**src/rtl/lenet_batch_ctrl_if.sv**
```systemverilog
// Handshake bundle between the batch sequencer, lenet_top and the label ROM.
// The sequencer is the master: it drives the addresses and the start pulse.
interface lenet_batch_ctrl_if #(
    parameter int GRAPH_W = 5,
    parameter int IDX_W   = 4
);
    logic [GRAPH_W-1:0] label_addr;
    logic [IDX_W-1:0]   label_data;
    logic               lenet_start;
    logic [GRAPH_W-1:0] lenet_graph;
    logic               lenet_finish;
    logic [IDX_W-1:0]   lenet_max_index;

    modport master (
        output label_addr, lenet_start, lenet_graph,
        input  label_data, lenet_finish, lenet_max_index
    );

    modport slave (
        input  label_addr, lenet_start, lenet_graph,
        output label_data, lenet_finish, lenet_max_index
    );
endinterface

```
**src/rtl/lenet_batch_ctrl.sv**
```systemverilog
// Inference sequencer: launches lenet_top once per image, scores the result
// against the label ROM and keeps per-run completion/accuracy counters.
module lenet_batch_ctrl #(
    parameter int NUM_GRAPHS  = 20,
    parameter int GRAPH_W     = 5,
    parameter int IDX_W       = 4,
    parameter int TIMEOUT_CYC = 2000000,
    parameter int TO_W        = 24
) (
    input  logic               sys_clk,
    input  logic               sys_rst_n,
    input  logic               run_req,
    input  logic               abort,
    input  logic               mode_batch,
    input  logic [GRAPH_W-1:0] graph_sel,
    lenet_batch_ctrl_if.master bus,
    output logic [GRAPH_W-1:0] disp_graph,
    output logic [IDX_W-1:0]   disp_index,
    output logic               disp_valid,
    output logic [5:0]         correct_cnt,
    output logic [5:0]         done_cnt,
    output logic               busy,
    output logic               batch_done,
    output logic               timeout_err
);
    typedef enum logic [2:0] {
        S_IDLE, S_PREP, S_LAUNCH, S_WAIT, S_CHECK, S_WAITLOW, S_DONE
    } state_t;

    localparam logic [GRAPH_W-1:0] LAST_GRAPH = GRAPH_W'(NUM_GRAPHS - 1);
    localparam logic [TO_W-1:0]    TO_LAST    = TO_W'(TIMEOUT_CYC - 1);
    localparam logic [IDX_W-1:0]   TO_INDEX   = '1;

    state_t             state_reg, state_next;
    logic               run_req_d_reg;
    logic [GRAPH_W-1:0] cur_graph_reg, cur_graph_next;
    logic               mode_reg;
    logic [IDX_W-1:0]   exp_label_reg;
    logic [TO_W-1:0]    to_cnt_reg;
    logic [GRAPH_W-1:0] disp_graph_reg;
    logic [IDX_W-1:0]   disp_index_reg;
    logic               timeout_err_reg;

    logic run_edge, in_busy, start_run, to_hit, check_enter, advance, match;
    logic [1:0] cnt_inc;

    assign run_edge    = run_req & ~run_req_d_reg;
    assign in_busy     = (state_reg != S_IDLE) && (state_reg != S_DONE);
    assign start_run   = !in_busy && run_edge;
    assign to_hit      = (to_cnt_reg == TO_LAST);
    assign check_enter = (state_reg == S_WAIT) && (state_next == S_CHECK);
    assign advance     = (state_reg == S_CHECK) && (state_next == S_WAITLOW);
    assign match       = bus.lenet_finish && (bus.lenet_max_index == exp_label_reg);

    always_ff @(posedge sys_clk) begin
        if (!sys_rst_n) begin
            state_reg <= S_IDLE;
        end else begin
            state_reg <= state_next;
        end
    end

    always_comb begin
        state_next = state_reg;
        case (state_reg)
            S_IDLE, S_DONE: if (run_edge) state_next = S_PREP;
            S_PREP:         state_next = S_LAUNCH;
            S_LAUNCH:       state_next = S_WAIT;
            S_WAIT:         if (bus.lenet_finish || to_hit) state_next = S_CHECK;
            S_CHECK: begin
                if (!mode_reg || cur_graph_reg == LAST_GRAPH) state_next = S_DONE;
                else                                          state_next = S_WAITLOW;
            end
            S_WAITLOW:      if (!bus.lenet_finish) state_next = S_PREP;
            default:        state_next = S_IDLE;
        endcase
        // Abort wins over finish and timeout, so an aborted image never reaches CHECK.
        if (in_busy && abort) state_next = S_IDLE;
    end

    always_comb begin
        busy            = in_busy;
        batch_done      = (state_reg == S_DONE);
        bus.lenet_start = (state_reg == S_LAUNCH) && !abort;
        disp_valid      = (state_reg == S_CHECK);
    end

    always_comb begin
        cur_graph_next = cur_graph_reg;
        if (start_run) begin
            if (mode_batch)                    cur_graph_next = '0;
            else if (graph_sel > LAST_GRAPH)   cur_graph_next = LAST_GRAPH;
            else                               cur_graph_next = graph_sel;
        end else if (advance) begin
            cur_graph_next = cur_graph_reg + GRAPH_W'(1);
        end
    end

    // Results are registered on the WAIT->CHECK edge so disp_* and the
    // counters are already current while disp_valid is high.
    always_ff @(posedge sys_clk) begin
        if (!sys_rst_n) begin
            run_req_d_reg   <= 1'b0;
            cur_graph_reg   <= '0;
            mode_reg        <= 1'b0;
            exp_label_reg   <= '0;
            to_cnt_reg      <= '0;
            disp_graph_reg  <= '0;
            disp_index_reg  <= '0;
            timeout_err_reg <= 1'b0;
        end else begin
            run_req_d_reg <= run_req;
            cur_graph_reg <= cur_graph_next;
            if (start_run) begin
                mode_reg        <= mode_batch;
                timeout_err_reg <= 1'b0;
            end
            if (state_reg == S_LAUNCH) begin
                exp_label_reg <= bus.label_data;
                to_cnt_reg    <= '0;
            end else if (state_reg == S_WAIT) begin
                to_cnt_reg <= to_cnt_reg + TO_W'(1);
            end
            if (check_enter) begin
                disp_graph_reg <= cur_graph_reg;
                if (bus.lenet_finish) begin
                    disp_index_reg <= bus.lenet_max_index;
                end else begin
                    disp_index_reg  <= TO_INDEX;
                    timeout_err_reg <= 1'b1;
                end
            end
        end
    end

    assign cnt_inc[0] = check_enter;
    assign cnt_inc[1] = check_enter && match;

    genvar gi;
    generate
        for (gi = 0; gi < 2; gi++) begin : g_cnt
            logic [5:0] cnt_reg;
            always_ff @(posedge sys_clk) begin
                if (!sys_rst_n) begin
                    cnt_reg <= '0;
                end else if (start_run) begin
                    cnt_reg <= '0;
                end else if (cnt_inc[gi] && cnt_reg != 6'd63) begin
                    cnt_reg <= cnt_reg + 6'd1;
                end
            end
        end
    endgenerate

    assign done_cnt        = g_cnt[0].cnt_reg;
    assign correct_cnt     = g_cnt[1].cnt_reg;
    assign bus.label_addr  = cur_graph_reg;
    assign bus.lenet_graph = cur_graph_reg;
    assign disp_graph      = disp_graph_reg;
    assign disp_index      = disp_index_reg;
    assign timeout_err     = timeout_err_reg;
endmodule
```
**src/flat_wrapper.sv**
```systemverilog
// flat-port wrapper written by rule: the top's interface ports become plain ports
module lenet_batch_ctrl_flat 
#(
    parameter int NUM_GRAPHS  = 20,
    parameter int GRAPH_W     = 5,
    parameter int IDX_W       = 4,
    parameter int TIMEOUT_CYC = 2000000,
    parameter int TO_W        = 24
)
  (sys_clk, sys_rst_n, run_req, abort, mode_batch, graph_sel, disp_graph, disp_index, disp_valid, correct_cnt, done_cnt, busy, batch_done, timeout_err, bus_label_addr, bus_lenet_start, bus_lenet_graph, bus_label_data, bus_lenet_finish, bus_lenet_max_index);
  lenet_batch_ctrl_if #(.GRAPH_W(GRAPH_W), .IDX_W(IDX_W)) bus_i ();
  input  logic sys_clk;
  input  logic sys_rst_n;
  input  logic run_req;
  input  logic abort;
  input  logic mode_batch;
  input  logic [GRAPH_W-1:0] graph_sel;
  output logic [GRAPH_W-1:0] disp_graph;
  output logic [IDX_W-1:0] disp_index;
  output logic disp_valid;
  output logic [5:0] correct_cnt;
  output logic [5:0] done_cnt;
  output logic busy;
  output logic batch_done;
  output logic timeout_err;
  output wire logic [$bits(bus_i.label_addr)-1:0] bus_label_addr;
  output wire logic [$bits(bus_i.lenet_start)-1:0] bus_lenet_start;
  output wire logic [$bits(bus_i.lenet_graph)-1:0] bus_lenet_graph;
  input wire logic [$bits(bus_i.label_data)-1:0] bus_label_data;
  input wire logic [$bits(bus_i.lenet_finish)-1:0] bus_lenet_finish;
  input wire logic [$bits(bus_i.lenet_max_index)-1:0] bus_lenet_max_index;
  assign bus_label_addr = bus_i.label_addr;
  assign bus_lenet_start = bus_i.lenet_start;
  assign bus_lenet_graph = bus_i.lenet_graph;
  assign bus_i.label_data = bus_label_data;
  assign bus_i.lenet_finish = bus_lenet_finish;
  assign bus_i.lenet_max_index = bus_lenet_max_index;
  lenet_batch_ctrl #(.NUM_GRAPHS(NUM_GRAPHS), .GRAPH_W(GRAPH_W), .IDX_W(IDX_W), .TIMEOUT_CYC(TIMEOUT_CYC), .TO_W(TO_W)) u_core (.sys_clk(sys_clk), .sys_rst_n(sys_rst_n), .run_req(run_req), .abort(abort), .mode_batch(mode_batch), .graph_sel(graph_sel), .bus(bus_i), .disp_graph(disp_graph), .disp_index(disp_index), .disp_valid(disp_valid), .correct_cnt(correct_cnt), .done_cnt(done_cnt), .busy(busy), .batch_done(batch_done), .timeout_err(timeout_err));
endmodule
```
**config.mk**
```make
export PLATFORM = sky130hd
export DESIGN_NAME = lenet_batch_ctrl_flat
export DESIGN_NICKNAME = d
export VERILOG_FILES = /design/src/rtl/lenet_batch_ctrl_if.sv /design/src/rtl/lenet_batch_ctrl.sv /design/src/flat_wrapper.sv
export SDC_FILE = /design/constraint.sdc
export NUM_CORES = 1
export LEC_CHECK = 0
export CAP_MARGIN = 20
export CORE_ASPECT_RATIO = 1.25
export CORE_MARGIN = 1
export CORE_UTILIZATION = 43
export DETAILED_ROUTE_END_ITERATION = 6
export PLACE_DENSITY = 0.68
export REMOVE_ABC_BUFFERS = 1
export SLEW_MARGIN = 15
export SYNTH_ARGS = -nofsm -noshare
export SYNTH_HDL_FRONTEND = slang
export SYNTH_SLANG_ARGS = --single-unit
```
**constraint.sdc**
```tcl
create_clock -name sys_clk -period 3.1 [get_ports sys_clk]
set_clock_uncertainty 0.2 [all_clocks]
set_input_delay 0.62 -clock sys_clk [delete_from_list [all_inputs] [get_ports sys_clk]]
set_output_delay 0.62 -clock sys_clk [all_outputs]
set_load 0.02 [all_outputs]
```
Word-level counts from Yosys, hierarchy flattened
Index checks and enable logic that the tools add are counted.
{ "op_classes": {"n_addsub": 4, "n_lt_le_gt_ge": 1, "eq_ne": 14, "mux": 14, "n_bitwise": 3, "n_reduce_logical": 21} }
{ "op_table": {"columns": ["cell", "n"], "rows": [
  ["$add 24x1->24 const B", 1],
  ["$eq 24x21->1 const B", 1],
  ["$mux 5", 4],
  ["$pmux 3 s6", 1],
  ["$eq 3x3->1 const B", 5],
  ["$add 6x1->6 const B", 2],
  ["$mux 3", 4],
  ["$ne 6x6->1 const B", 2],
  ["$logic_and 1x1->1", 10],
  ["$eq 3x2->1 const B", 2],
  ["$reduce_or 2->1", 3],
  ["$add 5x1->5 const B", 1],
  ["$eq 5x5->1 const B", 1],
  ["$gt 5x5->1 const B", 1],
  ["$eq 4x4->1", 1],
  ["$mux 4", 1],
  ["$eq 3x1->1 const B", 1],
  ["$logic_not 1->1", 3],
  ["$logic_not 3->1", 1],
  ["$mux 1", 3],
  ["$ne 3x3->1 const B", 1],
  ["$reduce_bool 3->1", 1],
  ["$logic_or 1x1->1", 2],
  ["$mux 2", 1],
  ["other kinds (3)", 4]
]} }
{ "word_totals": {"regBits": 60, "input_bits": 19, "word_cells": 68} }

Longest topological paths before layout
Gate-level depths: netlist of the first run.
{ "logic_depth": {"word_depth": 9, "depth_mapped": 7, "ltp_nobuf": 6} }

Worst setup path before layout of the first run
No wires, ideal clock.
{ "synth_timing": {"path_type": "register -> register", "start": "register u_core.to_cnt_reg[10]", "end": "register u_core.g_cnt[0].cnt_reg[5] (netlist: u_core.done_cnt[5])", "setup_time_ns": 0.071, "arrival_time_ns": 1.852, "slack_ns": 0.978, "stages_incl_launch_ff": 6, "path_cell_list": "dfxtp_1 or2b_1 or4_4 o21ba_1 or4_1 a21oi_1"} }
{ "synth_via": {"elab_chain_cells": 8} }
{ "synth_rtl": {"columns": ["element", "line_no", "source"], "rows": [
  ["start: declaration", "lenet_batch_ctrl.sv:39", "logic [TO_W-1:0] to_cnt_reg;"],
  ["start signal: assignment", "lenet_batch_ctrl.sv:122", "to_cnt_reg <= to_cnt_reg + TO_W'(1);"],
  ["$eq 24x21->1", "lenet_batch_ctrl.sv:50", "assign to_hit = (to_cnt_reg == TO_LAST);"],
  ["$logic_or 1x1->1", "lenet_batch_ctrl.sv:69", "S_WAIT: if (bus.lenet_finish || to_hit) state_next = S_CHECK;"],
  ["$mux 3", "lenet_batch_ctrl.sv:69", null],
  ["$pmux 3 s6", "lenet_batch_ctrl.sv:65", "case (state_reg)"],
  ["$mux 3", "lenet_batch_ctrl.sv:78", "if (in_busy && abort) state_next = S_IDLE;"],
  ["$eq 3x3->1", "lenet_batch_ctrl.sv:51", "assign check_enter = (state_reg == S_WAIT) && (state_next == S_CHECK);"],
  ["$logic_and 1x1->1", "lenet_batch_ctrl.sv:51", null],
  ["$logic_and 1x1->1", "lenet_batch_ctrl.sv:148", "end else if (cnt_inc[gi] && cnt_reg != 6'd63) begin"],
  ["end signal: assignment", "lenet_batch_ctrl.sv:149", "cnt_reg <= cnt_reg + 6'd1;"],
  ["end: declaration", "lenet_batch_ctrl.sv:142", "logic [5:0] cnt_reg;"]
]} }
Every way passes these cells.
A chain may end at the register's enable or synchronous reset.

Final worst setup path of the first run
{ "layout_timing": {"start": "register u_core.state_reg[2]", "end": "output bus_lenet_start"} }
{ "layout_via": {"elab_chain_cells": 2} }
{ "layout_rtl": {"columns": ["element", "line_no", "source"], "rows": [
  ["start: declaration", "lenet_batch_ctrl.sv:34", "state_t state_reg, state_next;"],
  ["start signal: assignment", "lenet_batch_ctrl.sv:59", "state_reg <= state_next;"],
  ["$eq 3x2->1", "lenet_batch_ctrl.sv:84", "bus.lenet_start = (state_reg == S_LAUNCH) && !abort;"],
  ["$logic_and 1x1->1", "lenet_batch_ctrl.sv:84", null],
  ["end: declaration", "flat_wrapper.sv:27", "output wire logic [$bits(bus_i.lenet_start)-1:0] bus_lenet_start;"]
]} }
Every way passes these cells.

==> impl_metrics.yaml, run 1 <==
floorplan:
  dieWidth_um: 75.52
  die_height_um: 93.90
  die_area_um2: 7091
  rows: 33
  initial_core_util: 0.4425
  core_area_um2: 6565
  io_pins: 55
clocking:
  clk_latency_ns: 0.33
  clock_sinks: 60
  root_buffer: "clkbuf_8"
  cts_setup_buffers: 0
  htree_levels: 3
  cts_made_buffers: 9
  cts_buffer_depth: 2
  cts_tree: "done"
  holdBufCountCts: 0
  ctsResizeCount: 0
  clk_pin_slew_worst_paths_ns: 0.07
routing:
  viasPerCell: 5.267
  drtIter0Drc: 112
  num_vias: 2644
  final_antenna_net_count: 0
  wl_per_cell_um: 12.81
  drt_wl_total_mm: 6.430
  drtPass1Iterations: 4
  drc: 0
setup_path:
  cpPeakStageDelay_ns: 0.62
  cp_data_required_time_ns: 2.28
  cp_max_fo: 16
  cp_cell_sequence: "nor2b_1, nand2_1, nor2_1, clkdlybuf4s50_1"
  end_kind: "output pin"
  crit_type: "register to output pin"
  worst_path_max_delay_cell: "clkdlybuf4s50_1"
  cpLargestDelayFamily: "simple AND/OR/NAND/NOR gates"
  cp-start-kind: "register"
  crit_arrival_ns: 2.03
  crit_buf_inv: 1
placed_design:
  place_congestion: 0.8258
  place_inst: 486
  io_buffer_count: 54
  dp_hpwl_mm: 4.777
pwr:
  p_leak_uw: 0.001292
  vdd_drop_max_mv: 0.2401
  p_per_area_nw_per_um2: 453.3
synthesis:
  ys.flop_type: "dfxtp_1"
  netlist_instances: 356
  synthesis.area_um2: 2905
  synthArstFlopShare: 0
  yosys_warnings: 0
  synth_cell_types: 49
  ys_seq_area_frac: 0.4134
  synth_edf_count: 0
  ys_ff_latch: 60
  avgSynthCellArea_um2: 8.161
layout:
  layout-drive-gt1-share: 0.08193
  instances_no_fill: 502
  final_nets: 433
  seqCellArea_um2: 1201
  final_common_cell: "dfxtp_1"
  multi_input_area_um2: 1580
  fin_util: 0.5700
  nFillCells: 610
  largest_register_ffs: 24
  n_antenna_cell: 0
  syn_to_final_growth_pct: 28.81
  final_cell_mix: "60 x dfxtp_1, 54 x clkdlybuf4s50_1, 50 x nor2_1"
grt:
  grt_overflow: 0
  grt_pass1_wl_mm: 10.63
  grt_pass1_vias: 2411
  track_usage: 0.1970
  antenna_found_initial: 0
  grt_start_max_net_pins: 24
sta:
  tightest_slew_ns: 0.4381
  slew_headroom: 0.7075
  maxSlewViolCount: 0
  setup_viol: 0
  fin_crit_sh: 0.9208
  hold_viol: 0
  fin_crit_ns: 2.854
  fmax_mhz: 350.3
  setup_tns_ns: 0
  rsz0062_at_grt: "false"
job:
  max_cap_violations: 0
run_status:
  status: "finished, final reports clean"
worst_hold_path:
  hp-class: "register to register"
-- cell type report --
type,count,share of cell area
repair buffers,62,0.1605
flip-flops and latches,60,0.3210
well taps,87,0.02909
inverters,8,0.008024
multi-input cells,269,0.4223
clock inverters,3,0.01137
clock buffers,13,0.04781
-- Yosys cell counts (5+ instances only) --
| master | n | share of area |
|---|---|---|
| a21oi_1 | 23 | 0.040 |
| and3_1 | 8 | 0.017 |
| buf_4 | 5 | 0.013 |
| clkbuf_1 | 9 | 0.012 |
| dfxtp_1 | 60 | 0.41 |
| inv_1 | 7 | 0.0090 |
| nand2_1 | 38 | 0.049 |
| nand3_1 | 24 | 0.041 |
| nand4_1 | 9 | 0.019 |
| nor2_1 | 50 | 0.065 |
| nor3_1 | 7 | 0.012 |
| nor4_1 | 7 | 0.015 |
| o21ai_0 | 14 | 0.024 |
| xnor2_1 | 14 | 0.042 |
| xor2_1 | 21 | 0.063 |
-- cell families (layout without fill, tap and decap cells) --
logic type	count (synthesis)	after routing	share of synthesized area
AO/OA/AOI/OAI	58	58	0.1266
XOR/XNOR	35	35	0.1055
adder cells (fa/ha/maj)	4	4	0.01723
buffers and inverters	27	86	0.04264
flip-flops	60	60	0.4134
multiplexers	2	2	0.006891
AND/OR/NAND/NOR	170	170	0.2877
-- metal layers --
metal	vias to the layer above	wire [µm]	track usage
met3	12	241	0.03219
met1	1229	2775	0.2322
li1	1351	-	-
met5	-	0	0
met4	0	109	0.1003
met2	52	3303	0.3356
-- report_power, final --
group | switching (µW) | internal (µW)
clock network | 298 | 458
logic | 78.0 | 67.9
registers | 14.0 | 781
total | 390 | 1310
-- stage by stage --
stage / instance area (µm²) / power (µW) / setup WS, ns / hold slack (ns)
after detailed placement: 3521 / 958.0 / 0.3135 / 0.2644
after floorplan: 2811 / 880.9 / 0.4338 / 0.2488
after CTS: 3742 / 1716 / 0.2178 / 0.2735
final: 3742 / 1696 / 0.2455 / 0.2699
after global placement: 3521 / 956.7 / 0.3145 / 0.2584
after global routing: 3742 / 1772 / 0.08029 / 0.2977
-- tightest hold or removal path, delay by kind of cell (launching register included) --
kind | cells | cell delay, ns
compound gates | 1 | 0.05
simple gates | 1 | 0.05
flops | 1 | 0.32
-- path summary, 6_finish.rpt --
| path | start | end | slack [ns] | cells after the start |
|---|---|---|---|---|
| max | u_core.state_reg[2] | bus_lenet_start | 0.25 | 4 |
| min | u_core.exp_label_reg[1] | u_core.exp_label_reg[1] | 0.27 | 2 |
| max reg2reg | u_core.to_cnt_reg[0] | u_core.done_cnt[5] | 0.64 | 6 |
| min reg2reg | u_core.exp_label_reg[1] | u_core.exp_label_reg[1] | 0.27 | 2 |
Power figures use the tool's default switching activity.
==> run 2, diff against run 1 <==
- MAX_ROUTING_LAYER: not set -> met4
==> run 2 against run 1 <==
- combinational power about the same
- die area unchanged
- final cell count unchanged
- sequential share of layout area unchanged
- first-iteration DRC count up 17%
- utilization unchanged
- via count about the same
- fmax down 0.37%
- final area unchanged
- flip-flop and latch count unchanged
- worst hold slack about the same
- register-to-register slack about the same
- critical endpoint unchanged
- largest cell class unchanged
==> impl_metrics.yaml, run 2 (synthesis gave the netlist of run 1 again) <==
run_status:
  status: "finished, final reports clean"
placed_design:
  place_area_um2: 3521
  io_buffer_count: 54
  place_congestion: 0.8383
  dp_hpwl_mm: 4.777
pwr:
  total_power_uw: 1698
  p_leak_uw: 0.001292
  p_per_area_nw_per_um2: 453.7
  vdd_drop_max_mv: 0.2399
grt:
  track_usage: 0.2022
  grt_pass1_vias: 2409
  grt_overflow: 0
  grt_pass1_wl_mm: 10.63
  antenna_found_initial: 0
  grt_start_max_net_pins: 24
setup_path:
  worst_path_max_delay_cell: "clkdlybuf4s50_1"
  cpPeakStageDelay_ns: 0.62
  cp-start-kind: "register"
  cp_max_fo: 16
  crit_arrival_ns: 2.04
  cp_cell_sequence: "nor2b_1, nand2_1, nor2_1, clkdlybuf4s50_1"
  crit_buf_inv: 1
  crit_type: "register to output pin"
  cp_data_required_time_ns: 2.28
  cpLargestDelayFamily: "simple AND/OR/NAND/NOR gates"
  end_kind: "output pin"
  r2r_slack_ns: 0.64
sta:
  hold_viol: 0
  rsz0062_at_grt: "false"
  setup_viol: 0
  fin_crit_ns: 2.865
  fin_crit_sh: 0.9242
  tightest_slew_ns: 0.4443
  setup_tns_ns: 0
  maxSlewViolCount: 0
  slew_headroom: 0.7034
  fmax_mhz: 349.0
routing:
  viasPerCell: 5.265
  drc: 0
  num_vias: 2643
  wl_per_cell_um: 12.85
  drt_wl_total_mm: 6.453
  drtIter0Drc: 131
  final_antenna_net_count: 0
  drtPass1Iterations: 4
clocking:
  cts_tree: "done"
  cts_made_buffers: 9
  cts_buffer_depth: 2
  clock_sinks: 60
  clk_latency_ns: 0.34
  htree_levels: 3
  root_buffer: "clkbuf_8"
  ctsResizeCount: 0
  holdBufCountCts: 0
  clk_pin_slew_worst_paths_ns: 0.07
  cts_setup_buffers: 0
layout:
  n_antenna_cell: 0
  final_nets: 433
  layout-drive-gt1-share: 0.08193
  fin_util: 0.5700
  syn_to_final_growth_pct: 28.81
  design_area_um2: 3742
  final_common_cell: "dfxtp_1"
  final_cell_mix: "60 x dfxtp_1, 54 x clkdlybuf4s50_1, 50 x nor2_1"
  largest_register_ffs: 24
floorplan:
  die_height_um: 93.90
  io_pins: 55
  initial_core_util: 0.4425
  die_area_um2: 7091
  dieWidth_um: 75.52
  rows: 33
  core_area_um2: 6565
worst_hold_path:
  hp-class: "register to register"
job:
  max_cap_violations: 0
## run 2: per-stage QoR
stage | setup WS [ns] | instances | hold slack (ns)
after CTS | 0.2178 | 502 | 0.2735
final | 0.2350 | 502 | 0.2699
after global placement | 0.3145 | 486 | 0.2584
after global routing | 0.08029 | 502 | 0.2977
after floorplan | 0.4338 | 337 | 0.2488
after detailed placement | 0.3135 | 486 | 0.2644
## run 2: power breakdown
group          internal, µW  total (µW)  switching [µW]
logic                  67.9         146            78.3
registers               781         795            14.3
clock network           458         757             299
total                  1310        1700             392
## run 2: worst min-delay path: stages (launching register included)
cell and delay (ns):
dfxtp_1 0.32, nand2_1 0.05, a21oi_1 0.05
## run 2: per-layer routing
metal | vias to the layer above | part of all wire | global-route usage
li1 | 1349 | - | -
met1 | 1223 | 0.44 | 0.2322
met3 | 15 | 0.031 | 0.03219
met2 | 56 | 0.50 | 0.3356
met5 | - | 0 | -
met4 | 0 | 0.024 | 0.1003
## run 2: final cells by class
class / instances / area (µm²)
fillers: 610 / 2823
multi-input cells: 269 / 1580
flip-flops and latches: 60 / 1201
repair buffers: 62 / 600.6
clock buffers: 13 / 178.9
well taps: 87 / 108.9
clock inverters: 3 / 42.54
inverters: 8 / 30.03
## run 2: worst paths after layout
path,start,end,depth (start not counted)
max,u_core.state_reg[2],bus_lenet_start,4
min,u_core.exp_label_reg[1],u_core.exp_label_reg[1],2
max reg2reg,u_core.to_cnt_reg[0],u_core.done_cnt[5],6
min reg2reg,u_core.exp_label_reg[1],u_core.exp_label_reg[1],2
